## src/rtl/toast_inst_stream_encoder_pkg.sv

```systemverilog
// Shared instruction kinds and RV32I encoding constants for the Toast-RV32i
// instruction stream encoder.
package toast_OOP_package;

  typedef enum logic [31:0] {
    inst_NOP  = 32'd0,
    inst_LUI  = 32'd1,
    inst_ADDI = 32'd2,
    inst_ADD  = 32'd3,
    inst_JAL  = 32'd4,
    inst_BEQ  = 32'd5,
    inst_LW   = 32'd6,
    inst_SW   = 32'd7
  } instruction_t;

  localparam logic [6:0]  OPC_LUI    = 7'b0110111;
  localparam logic [6:0]  OPC_OP_IMM = 7'b0010011;
  localparam logic [31:0] NOP_WORD   = {12'd0, 5'd0, 3'b000, 5'd0, OPC_OP_IMM};

endpackage

```

## src/rtl/toast_inst_stream_encoder_encode.sv

```systemverilog
// Combinational encoder: abstract instruction kind plus operands to an RV32I word.
// Kinds other than NOP and LUI are reported as unsupported with a zero word.
module toast_inst_encode
  import toast_OOP_package::*;
(
  input  logic [31:0] kind,
  input  logic [4:0]  rd,
  input  logic [19:0] imm,
  output logic [31:0] word,
  output logic        supported
);

  always_comb begin
    word      = 32'd0;
    supported = 1'b0;
    case (kind)
      inst_NOP: begin
        word      = NOP_WORD;
        supported = 1'b1;
      end
      inst_LUI: begin
        word      = {imm, rd, OPC_LUI};
        supported = 1'b1;
      end
      default: begin
        word      = 32'd0;
        supported = 1'b0;
      end
    endcase
  end

endmodule

```

## src/rtl/toast_inst_stream_encoder.sv

```systemverilog
// Instruction stream encoder: encodes accepted transactions into a FIFO feeding fetch.
// Optional macro TOAST_ENC_BYPASS_EN enables a zero-latency path when the FIFO is empty.
module toast_inst_stream_encoder
  import toast_OOP_package::*;
#(
  parameter int DEPTH = 8,
  parameter int CNT_W = 16
) (
  input  logic                     i_clk,
  input  logic                     i_rst,
  input  logic                     i_valid,
  output logic                     o_ready,
  input  logic [31:0]              i_kind,
  input  logic [4:0]               i_rd,
  input  logic [19:0]              i_imm,
  input  logic                     i_flush,
  output logic                     o_valid,
  input  logic                     i_ready,
  output logic [31:0]              o_inst,
  output logic [$clog2(DEPTH):0]   o_count,
  output logic                     o_err,
  output logic [CNT_W-1:0]         o_err_cnt
);

  localparam int PTR_W = $clog2(DEPTH);
  localparam logic [PTR_W:0] FULL_CNT = (PTR_W+1)'(DEPTH);

  logic [31:0]      mem_q [DEPTH];
  logic [31:0]      mem_d [DEPTH];
  logic [PTR_W-1:0] wptr_q, wptr_d;
  logic [PTR_W-1:0] rptr_q, rptr_d;
  logic [PTR_W:0]   count_q, count_d;
  logic             err_q, err_d;
  logic [CNT_W-1:0] err_cnt_q, err_cnt_d;

  logic [31:0] enc_word;
  logic        enc_ok;
  logic        full, empty, accept, push, pop, bypass;

  toast_inst_encode u_encode (
    .kind      (i_kind),
    .rd        (i_rd),
    .imm       (i_imm),
    .word      (enc_word),
    .supported (enc_ok)
  );

  assign full    = (count_q == FULL_CNT);
  assign empty   = (count_q == '0);
  assign o_ready = !full;
  assign accept  = i_valid && o_ready;

`ifdef TOAST_ENC_BYPASS_EN
  assign bypass  = empty && !i_flush && i_ready && accept && enc_ok;
  assign o_valid = !empty || bypass;
  assign o_inst  = bypass ? enc_word : mem_q[rptr_q];
`else
  assign bypass  = 1'b0;
  assign o_valid = !empty;
  assign o_inst  = mem_q[rptr_q];
`endif

  // Flush wins over everything; a bypassed word is consumed directly and never stored.
  assign push = accept && enc_ok && !i_flush && !bypass;
  assign pop  = !empty && i_ready && !i_flush;

  assign o_count   = count_q;
  assign o_err     = err_q;
  assign o_err_cnt = err_cnt_q;

  always_comb begin
    mem_d     = mem_q;
    wptr_d    = wptr_q;
    rptr_d    = rptr_q;
    count_d   = count_q;
    err_d     = accept && !enc_ok && !i_flush;
    err_cnt_d = err_cnt_q;

    if (err_d && (err_cnt_q != '1)) begin
      err_cnt_d = err_cnt_q + CNT_W'(1);
    end

    if (i_flush) begin
      wptr_d  = '0;
      rptr_d  = '0;
      count_d = '0;
    end else begin
      if (push) begin
        mem_d[wptr_q] = enc_word;
        wptr_d        = wptr_q + PTR_W'(1);
      end
      if (pop) begin
        rptr_d = rptr_q + PTR_W'(1);
      end
      case ({push, pop})
        2'b10:   count_d = count_q + (PTR_W+1)'(1);
        2'b01:   count_d = count_q - (PTR_W+1)'(1);
        default: count_d = count_q;
      endcase
    end
  end

  always_ff @(posedge i_clk or posedge i_rst) begin
    if (i_rst) begin
      for (int i = 0; i < DEPTH; i++) begin
        mem_q[i] <= '0;
      end
      wptr_q    <= '0;
      rptr_q    <= '0;
      count_q   <= '0;
      err_q     <= 1'b0;
      err_cnt_q <= '0;
    end else begin
      mem_q     <= mem_d;
      wptr_q    <= wptr_d;
      rptr_q    <= rptr_d;
      count_q   <= count_d;
      err_q     <= err_d;
      err_cnt_q <= err_cnt_d;
    end
  end

endmodule

```

## config.mk

```make
export PLATFORM = sky130hd
export DESIGN_NAME = toast_inst_stream_encoder
export DESIGN_NICKNAME = d
export VERILOG_FILES = /design/src/rtl/toast_inst_stream_encoder_pkg.sv /design/src/rtl/toast_inst_stream_encoder_encode.sv /design/src/rtl/toast_inst_stream_encoder.sv
export SDC_FILE = /design/constraint.sdc
export NUM_CORES = 1
export LEC_CHECK = 0
export BUFFER_PORTS_ARGS = -buffer_cell sky130_fd_sc_hd__buf_4
export CAP_MARGIN = 15
export CELL_PAD_IN_SITES_DETAIL_PLACEMENT = 0
export CELL_PAD_IN_SITES_GLOBAL_PLACEMENT = 1
export CORE_ASPECT_RATIO = 1.5
export CORE_MARGIN = 2
export CORE_UTILIZATION = 38
export DETAILED_ROUTE_END_ITERATION = 8
export PLACE_DENSITY = 0.76
export SYNTH_ARGS = -nofsm -noshare
export SYNTH_HDL_FRONTEND = slang
export SYNTH_SLANG_ARGS = --single-unit
```

## constraint.sdc

```tcl
create_clock -name i_clk -period 11.8 [get_ports i_clk]
set_input_delay 1.18 -clock i_clk [delete_from_list [all_inputs] [get_ports i_clk]]
set_output_delay 1.18 -clock i_clk [all_outputs]
set_load 0.02 [all_outputs]
```

==> impl_metrics.py, run 1 <==
metrics = {
    "timing": {
        "setup_viol": 0,
        "hold_viol": 0,
        "maxSlewHeadroom": 0.273,
        "drv_slew": 0,
        "rsz0062_at_grt": "false",
        "max_slew.worst_pin.slew_ns": 1.09,
        "period_needed_ns": 4.23,
        "fin_ws_ns": 7.57,
        "skew_ns": 0.0147,
        "finalSetupTns_ns": 0,
        "min_period_over_period": 0.359,
        "clock.fmax_ghz": 0.236,
    },
    "routing": {
        "ant_nets": 0,
        "vias": 8081,
        "viasPerCell": 5.38,
        "wl_per_cell_um": 20.0,
        "drc": 0,
        "drt_iter0_markers": 540,
        "dr.pass1.iters": 4,
        "routed_wirelength_um": 30100,
    },
    "power": {
        "p_comb_frac": 0.088,
        "p_sw_mw": 0.434,
        "swShare": 0.246,
        "p_per_area_nw_per_um2": 134,
        "peakVddDrop_mv": 0.0898,
        "p_int_mw": 1.33,
        "leakage_nw": 5.70,
        "p_clk_frac": 0.419,
        "p_seq_frac": 0.493,
    },
    "final_layout": {
        "most-common-layout-cells": "nand2_1 (246), dfrtp_1 (241), o21ai_1 (141), buf_4 (127), mux4_2 (54)",
        "multi_input_area_um2": 4840,
        "regArea_um2": 6090,
        "nNetsFinal": 1159,
        "area_growth_pct": 16.2,
        "n_fill_cell": 2793,
        "diodes": 0,
        "drive_gt1_frac": 0.265,
        "fin_cells": 1502,
        "layout_commonest_cell": "nand2_1",
    },
    "placed_design": {
        "portBuffers": 114,
        "routabilityCongestion": 0.736,
        "pre_cts_slack_ns": 7.87,
        "place_hpwl_um": 17300,
        "dp.cells": 1459,
    },
    "yosys": {
        "syn_inst": 1006,
        "ys_seq_area_frac": 0.537,
        "yosys_warnings": 0,
        "synth-edff-count": 0,
        "synth_area_leaders": "dfrtp_1 (54%), mux4_2 (11%), nand2_1 (8.2%)",
        "async_reset_ff_frac": 1.00,
        "ys.flop_type": "dfrtp_1",
        "syn_area_um2": 11300,
        "yosysTopAreaCell": "dfrtp_1",
        "yosys.cell_types.count": 55,
        "synth-seq-cells": 243,
        "avgSynthCellArea_um2": 11.3,
        "netlist.area_leader.share": 0.537,
    },
    "critical_path": {
        "r2r_setup_slack_ns": 8.66,
        "crit_arrival_ns": 3.05,
        "cp-start-kind": "flop",
        "critical_path_class": "flop to output port",
        "cp-end-kind": "output port",
        "timing.rr.end": "o_count[3]",
        "reg2reg_from": "o_count[0]",
        "reg2regPathDepth": 10,
        "required_ns": 10.62,
        "crit_fanout": 37,
    },
    "clock_network": {
        "cts_sinks": 243,
        "path_clk_slew_ns": 0.06,
        "htreeDepth": 1,
        "numCtsBuffers": 24,
        "clockBufferDepth": 3,
        "tritoncts": "done",
        "clkLatencyLatePin_ns": 0.53,
        "cts.root.buffer_cell": "clkbuf_16",
        "cts_resized": 0,
        "cts.hold.buffers_added": 0,
        "postCtsSetupRepairBufs": 0,
    },
    "status": {
        "outcome": "complete, no violations",
    },
    "die": {
        "die_w_um": 145,
        "pin_count": 117,
        "fp.coreArea_um2": 29400,
        "dieHeight_um": 215,
        "dieArea_um2": 31200,
        "initial_utilization": 0.385,
        "rows": 77,
    },
    "flow_run": {
        "drv_cap": 0,
    },
    "grt": {
        "grt_use_total": 0.196,
        "grt_pass1_wl_um": 48500,
        "grt_overflow": 0,
        "grt_pass1_vias": 8589,
        "grt_max_degree": 105,
        "antenna_found_initial": 0,
    },
    "worst_hold_path": {
        "hp-start": "mem_q[68]",
        "hold_path_depth": 1,
        "whs_endpoint": "mem_q[68]",
        "hold_path_class": "flop to flop",
    },
}
## area by class of cell
class,count,area share
clock buffers,37,0.0540
clock inverters,5,0.00266
inverters,1,0.000856
multi-input cells,693,0.368
flip-flops and latches,243,0.463
well taps,395,0.0376
repair buffers,128,0.0746
## cells in the mapped netlist, types with 2 or more instances
library cell	n
nand2_1	246
dfrtp_1	243
o21ai_1	141
mux4_2	54
o21ai_0	49
buf_2	40
mux2_2	28
o21ai_2	20
xnor2_1	16
and3_1	13
nand3_1	13
clkbuf_1	10
nor2_1	10
a21oi_1	8
buf_4	8
nand2b_1	8
nand4_1	8
nor2b_1	7
nor3_1	7
nor4_4	7
and4_1	5
ha_1	5
nand4_2	5
or4_1	5
buf_1	4
buf_6	4
nand2_4	4
xor2_1	4
and2_1	3
clkbuf_8	3
a311oi_1	2
mux2i_1	2
nand2_2	2
## worst max-delay path, cell delays in order, from the launching register on
cell	delay [ns]
dfrtp_4	0.70
buf_4	0.72
mux4_2	0.60
mux2_2	0.32
buf_4	0.17
## power groups by stage
stage	combinational, mW	clock [mW]	sequential [mW]
floorplan	0.0882	0	0.889
global placement	0.156	0	0.885
detailed placement	0.157	0	0.885
CTS	0.158	0.753	0.870
global route	0.169	0.785	0.873
finish	0.154	0.739	0.870
## sequential cells by signal, indices dropped and copies added, names as in the netlist
register	count
o_err_cnt	16
o_count	4
wptr_q	3
rptr_q	3
o_err	1
mem_q	216
## how the worst max path moves through the flow
stage                            end        from  cells past startpoint
after floorplan           mem_q[100]       i_rst                      1
after global placement    o_count[3]   i_kind[8]                     10
after detailed placement  o_count[3]  i_kind[26]                     10
after CTS                 o_inst[17]   rptr_q[0]                      4
after global routing       o_inst[5]   rptr_q[0]                      4
final                      o_inst[5]   rptr_q[0]                      4
## cells by family (layout without fill, tap and decap cells)
logic type | after synthesis | count (layout) | share of synthesized area
xor gates and xnor gates | 20 | 20 | 0.0155
muxes | 84 | 84 | 0.137
adders and majority gates | 6 | 6 | 0.00729
DFF | 243 | 243 | 0.537
other | 1 | 2 | 0.000331
AOI/OAI and AO/OA | 225 | 225 | 0.108
buffers and inverters | 71 | 171 | 0.0360
and+or+nand+nor | 356 | 356 | 0.159
## per-layer routing
layer  up-vias  global-route usage  part of all wire
met5         -                   0                 0
met2       205               0.346              0.52
met1      4090               0.248              0.41
li1       3726                   -                 -
met4         0              0.0736             0.031
met3        60              0.0252             0.046
## per-stage QoR
step	power, mW	cell area [µm²]	util	hold WS, ns
final	1.76	13200	0.448	0.460
after global routing	1.83	13200	0.448	0.488
after CTS	1.78	13100	0.447	0.463
after detailed placement	1.04	12400	0.421	0.448
after global placement	1.04	12400	0.421	0.444
after floorplan	0.977	11300	-	0.429
(Power assumes the default switching activity.)
==> run 2, diff against run 1 <==
ABC_AREA = 1   (was default)
PLACE_DENSITY = 0.8   (was 0.76)
clock period = 4.3 ns   (was 11.8 ns; I/O delays follow)
==> impl_metrics.py, run 2 <==
metrics = {
    "placed_design": {
        "pre_cts_slack_ns": 1.69,
        "portBuffers": 114,
        "dpl_cell_area_um2": 12500,
        "routabilityCongestion": 0.832,
        "place_hpwl_um": 19100,
        "dp.cells": 1812,
    },
    "grt": {
        "grt_overflow": 0,
        "grt_use_total": 0.209,
        "grt_pass1_vias": 9697,
        "grt_pass1_wl_um": 53300,
        "grt_max_degree": 95,
        "antenna_found_initial": 0,
    },
    "yosys": {
        "syn_inst": 1370,
        "yosys.cell_types.count": 38,
        "ys_seq_area_frac": 0.528,
        "syn_area_um2": 11500,
        "yosys-top-cells-count": "nand2_1 (309), dfrtp_1 (243), nor2_1 (216)",
        "async_reset_ff_frac": 1.00,
        "synth_area_leaders": "dfrtp_1 (53%), nand2_1 (10%), o21ai_1 (7.7%)",
        "netlist.area_leader.share": 0.528,
        "synth_most_common_cell": "nand2_1",
        "yosysTopAreaCell": "dfrtp_1",
        "yosys_warnings": 0,
        "ys.flop_type": "dfrtp_1",
        "synth-edff-count": 0,
        "avgSynthCellArea_um2": 8.41,
        "synth-seq-cells": 243,
    },
    "timing": {
        "rsz0062_at_grt": "false",
        "skew_ns": 0.0246,
        "max_slew.worst_pin.slew_ns": 0.955,
        "hold_viol": 8,
        "fin_ws_ns": 1.18,
        "hold_ws_ns": -0.0103,
        "min_period_over_period": 0.726,
        "period_needed_ns": 3.12,
        "finalSetupTns_ns": 0,
        "drv_slew": 0,
        "clock.fmax_ghz": 0.320,
        "setup_viol": 0,
        "maxSlewHeadroom": 0.363,
    },
    "die": {
        "pin_count": 117,
        "rows": 78,
        "dieArea_um2": 31800,
        "dieHeight_um": 217,
        "fp.coreArea_um2": 30100,
        "die_w_um": 146,
        "initial_utilization": 0.383,
    },
    "clock_network": {
        "postCtsSetupRepairBufs": 0,
        "htreeDepth": 1,
        "cts_sinks": 243,
        "clockBufferDepth": 3,
        "tritoncts": "done",
        "numCtsBuffers": 24,
        "cts.hold.buffers_added": 0,
        "path_clk_slew_ns": 0.07,
        "cts.root.buffer_cell": "clkbuf_16",
        "cts_resized": 0,
        "clkLatencyLatePin_ns": 0.54,
    },
    "status": {
        "outcome": "complete, but fails checks",
        "violations": "hold timing",
    },
    "critical_path": {
        "worst_path_max_delay_cell": "dfrtp_4",
        "required_ns": 3.87,
        "path_cells": "inv_2, buf_12, o21ai_0, o22ai_1, nor2_1, a31oi_1, buf_4",
        "crit_fanout": 94,
        "cp-end-kind": "output port",
        "cp_slowest_stage_delay_ns": 0.49,
        "r2r_setup_slack_ns": 1.90,
        "crit_arrival_ns": 2.69,
        "critical-path-top-delay-family": "buffers and inverters",
        "cp-start-kind": "flop",
        "cp_num_buf_inv": 3,
        "critical_path_class": "flop to output port",
    },
    "power": {
        "swShare": 0.321,
        "peakVddDrop_mv": 0.309,
        "p_clk_frac": 0.356,
        "p_sw_mw": 1.98,
        "p_per_area_nw_per_um2": 462,
        "p_int_mw": 4.19,
        "p_comb_frac": 0.256,
        "p_seq_frac": 0.388,
        "leakage_nw": 5.96,
    },
    "routing": {
        "dr.pass1.iters": 5,
        "drc": 0,
        "routed_wirelength_um": 33000,
        "wl_per_cell_um": 17.8,
        "drt_iter0_markers": 714,
        "ant_nets": 0,
        "vias": 9809,
        "viasPerCell": 5.29,
    },
    "final_layout": {
        "regMostFlops": "mem_q",
        "layout_commonest_cell": "nand2_1",
        "fin_cells": 1855,
        "nNetsFinal": 1506,
        "area_growth_pct": 16.0,
        "drive_gt1_frac": 0.151,
        "fin_area_um2": 13400,
        "largest_reg_flops": 216,
        "diodes": 0,
        "most-common-layout-cells": "nand2_1 (309), dfrtp_1 (241), nor2_1 (216), o21ai_1 (177), o21ai_0 (144)",
    },
    "flow_run": {
        "drv_cap": 0,
    },
    "worst_hold_path": {
        "hold_path_class": "input port to asynchronous set/reset pin",
    },
}
## run 2: metrics by stage
step                      total power, mW  hold slack [ns]  utilization
after floorplan                      3.45            0.419            -
after global placement               4.03            0.432        0.417
after detailed placement             4.03            0.440        0.417
after CTS                            6.23          0.00371        0.445
after global routing                 6.47           0.0389        0.445
final                                6.18          -0.0103        0.445
## run 2: final cells by class
class / count / area (µm²)
Multi-Input combinational cell: 1011 / 4850
Inverter: 31 / 120
Clock buffer: 34 / 688
Sequential cell: 243 / 6090
Timing Repair Buffer: 127 / 991
Tap cell: 400 / 500
Clock inverter: 9 / 131
Fill cell: 3097 / 16700
## run 2: kinds of logic after synthesis
group                    Yosys count  share of synthesized area
AO/OA/AOI/OAI                    392                      0.180
other                              1                   0.000326
flip-flops                       243                      0.528
AND/OR/NAND/NOR                  597                      0.223
adder cells (fa/ha/maj)            6                    0.00717
buffers and inverters            117                     0.0518
XOR/XNOR                          14                     0.0106
## run 2: path summary, 6_finish.rpt
| kind | endpoint | cells past startpoint | from |
|---|---|---|---|
| worst max-delay path | o_inst[30] | 7 | rptr_q[0] |
| worst min-delay path | mem_q[207] | 2 | i_rst |
| worst max register to register | o_count[3] | 15 | o_count[1] |
| worst min register to register | mem_q[196] | 2 | mem_q[196] |
| max in group asynchronous | o_err_cnt[4] | 3 | i_rst |
| min in group i_clk | rptr_q[0] | 4 | i_ready |
## run 2: metal layers
| layer | vias up | wire, µm | track usage |
|---|---|---|---|
| li1 | 4686 | - | - |
| met1 | 4826 | 14400 | 0.276 |
| met2 | 251 | 16300 | 0.360 |
| met3 | 46 | 1630 | 0.0294 |
| met4 | 0 | 701 | 0.0612 |
| met5 | - | 0 | 0 |
## run 2: power groups by stage
stage / Combinational (mW) / Sequential [mW] / Clock (mW)
after global routing: 1.74 / 2.40 / 2.33
after floorplan: 0.977 / 2.47 / 0
final: 1.58 / 2.40 / 2.20
after detailed placement: 1.59 / 2.44 / 0
after global placement: 1.59 / 2.44 / 0
after CTS: 1.60 / 2.40 / 2.24
==> run 3, diff against run 2 <==
clock period = 3.1 ns   (was 4.3 ns; I/O delays follow)
==> impl_metrics.py, run 3 (synthesis gave the netlist of run 2 again) <==
metrics = {
    "status": {
        "outcome": "complete, no violations",
    },
    "clock_network": {
        "numCtsBuffers": 25,
        "cts_sinks": 243,
        "tritoncts": "done",
        "cts.root.buffer_cell": "clkbuf_16",
        "clkLatencyLatePin_ns": 0.53,
        "path_clk_slew_ns": 0.06,
        "htreeDepth": 1,
        "clockBufferDepth": 3,
        "cts_resized": 0,
    },
    "placed_design": {
        "place_hpwl_um": 19500,
        "portBuffers": 114,
        "routabilityCongestion": 0.805,
    },
    "critical_path": {
        "required_ns": 2.79,
        "reg2regPathDepth": 15,
        "critical-path-top-delay-family": "flip-flops",
        "worst_path_max_delay_cell": "dfrtp_4",
        "path_cells": "buf_12, o21ai_0, o22ai_1, nor2_1, a31oi_1, buf_4",
        "cp_num_buf_inv": 2,
        "critical_path_class": "flop to output port",
        "crit_arrival_ns": 2.51,
        "reg2reg_from": "o_count[1]",
        "cp_slowest_stage_delay_ns": 0.71,
        "cp-start-kind": "flop",
        "r2r_setup_slack_ns": 0.69,
        "cp-end-kind": "output port",
        "crit_fanout": 77,
        "timing.rr.end": "o_count[3]",
    },
    "timing": {
        "max_slew.worst_pin.slew_ns": 0.869,
        "min_period_over_period": 0.910,
        "setup_viol": 0,
        "skew_ns": 0.0112,
        "finalSetupTns_ns": 0,
        "rsz0062_at_grt": "false",
        "hold_ws_ns": 0.118,
        "drv_slew": 0,
        "maxSlewHeadroom": 0.419,
        "hold_viol": 0,
        "clock.fmax_ghz": 0.355,
        "period_needed_ns": 2.82,
    },
    "grt": {
        "grt_use_total": 0.210,
        "grt_pass1_vias": 9890,
        "grt_overflow": 0,
        "grt_max_degree": 78,
        "antenna_found_initial": 0,
        "grt_pass1_wl_um": 53500,
    },
    "final_layout": {
        "area_growth_pct": 17.2,
        "regMostFlops": "mem_q",
        "layout_commonest_cell": "nand2_1",
        "largest_reg_flops": 216,
        "drive_gt1_frac": 0.157,
        "nNetsFinal": 1514,
        "most-common-layout-cells": "nand2_1 (309), dfrtp_1 (241), nor2_1 (216), o21ai_1 (177), o21ai_0 (144)",
        "diodes": 0,
    },
    "worst_hold_path": {
        "hold_path_class": "input port to flop",
        "whs_endpoint": "o_count[0]",
        "hp-start": "i_flush",
        "hold_path_depth": 4,
    },
    "die": {
        "dieArea_um2": 31800,
        "fp.coreArea_um2": 30100,
        "die_w_um": 146,
        "pin_count": 117,
        "rows": 78,
        "dieHeight_um": 217,
        "initial_utilization": 0.383,
    },
    "routing": {
        "vias": 9896,
        "ant_nets": 0,
        "dr.pass1.iters": 5,
        "drc": 0,
        "wl_per_cell_um": 17.5,
        "routed_wirelength_um": 32700,
        "drt_iter0_markers": 710,
        "viasPerCell": 5.31,
    },
    "power": {
        "p_per_area_nw_per_um2": 638,
        "peakVddDrop_mv": 0.373,
        "leakage_nw": 6.02,
    },
    "flow_run": {
        "drv_cap": 0,
    },
}
run 3: changes by cell type in the layout (fill, tap and decap cells not counted):
cell	before	now
bufinv_16	3	2
clkbuf_16	24	25
buf_12	3	9
clkbuf_8	5	6
clkbuf_1	5	3
dlygate4sd3_1	0	1
clkinvlp_4	1	3
clkinv_2	5	7
clkinv_8	1	0
run 3: how the worst max path moves through the flow:
stage,from,end,slack (ns),cells past startpoint
finish,rptr_q[0],o_inst[17],0.28,6
global route,rptr_q[0],o_inst[17],0.14,6
CTS,rptr_q[0],o_inst[7],0.23,6
detailed placement,i_kind[8],o_count[3],0.61,18
global placement,i_kind[8],o_count[3],0.64,18
floorplan,i_rst,mem_q[100],-0.40,1
run 3: layout make-up:
cell class / instances / area [µm²]
clock buffer: 34 / 719
tap: 400 / 500
fill: 3069 / 16600
clock inverter: 11 / 110
sequential: 243 / 6090
timing repair buffer: 134 / 1120
multi-input combinational: 1011 / 4850
inverter: 31 / 120
run 3: worst register-to-register path: cells and delay by family, from the launching register on:
kind	cells	cell delay, ns
AND/OR/NAND/NOR	11	1.09
adder cells (fa/ha/maj)	1	0.33
AO/OA/AOI/OAI	1	0.20
buffers and inverters	2	0.24
flip-flops	1	0.45
run 3: power by group:
group | switching (mW) | leakage [nW] | total (mW) | internal, mW
Clock | 1.26 | 0.411 | 3.04 | 1.79
Combinational | 1.37 | 2.27 | 2.20 | 0.824
Sequential | 0.140 | 3.34 | 3.38 | 3.24
Total | 2.77 | 6.02 | 8.62 | 5.85
run 3: repair_timing:
action | 4_1_cts | 5_1_grt
endpoints found under the hold margin | 23 | 0
setup buffers | 0 | 0
hold buffers | 1 | 0
run 3: through the flow:
step                worst slack (ns)  power, mW  cell area [µm²]  cells   util
floorplan                     -0.400       4.79            11500   1371      -
global placement               0.644       5.65            12700   1818  0.421
detailed placement             0.606       5.66            12700   1818  0.421
CTS                            0.226       8.70            13500   1864  0.449
global route                   0.137       9.04            13500   1864  0.449
finish                         0.279       8.62            13500   1864  0.449
run 3: metal layers:
layer	track usage	vias to the layer above	part of all wire
met5	0	-	0
met1	0.270	4857	0.42
met4	0.0612	0	0.022
met3	0.0314	43	0.058
met2	0.366	279	0.50
li1	-	4717	-
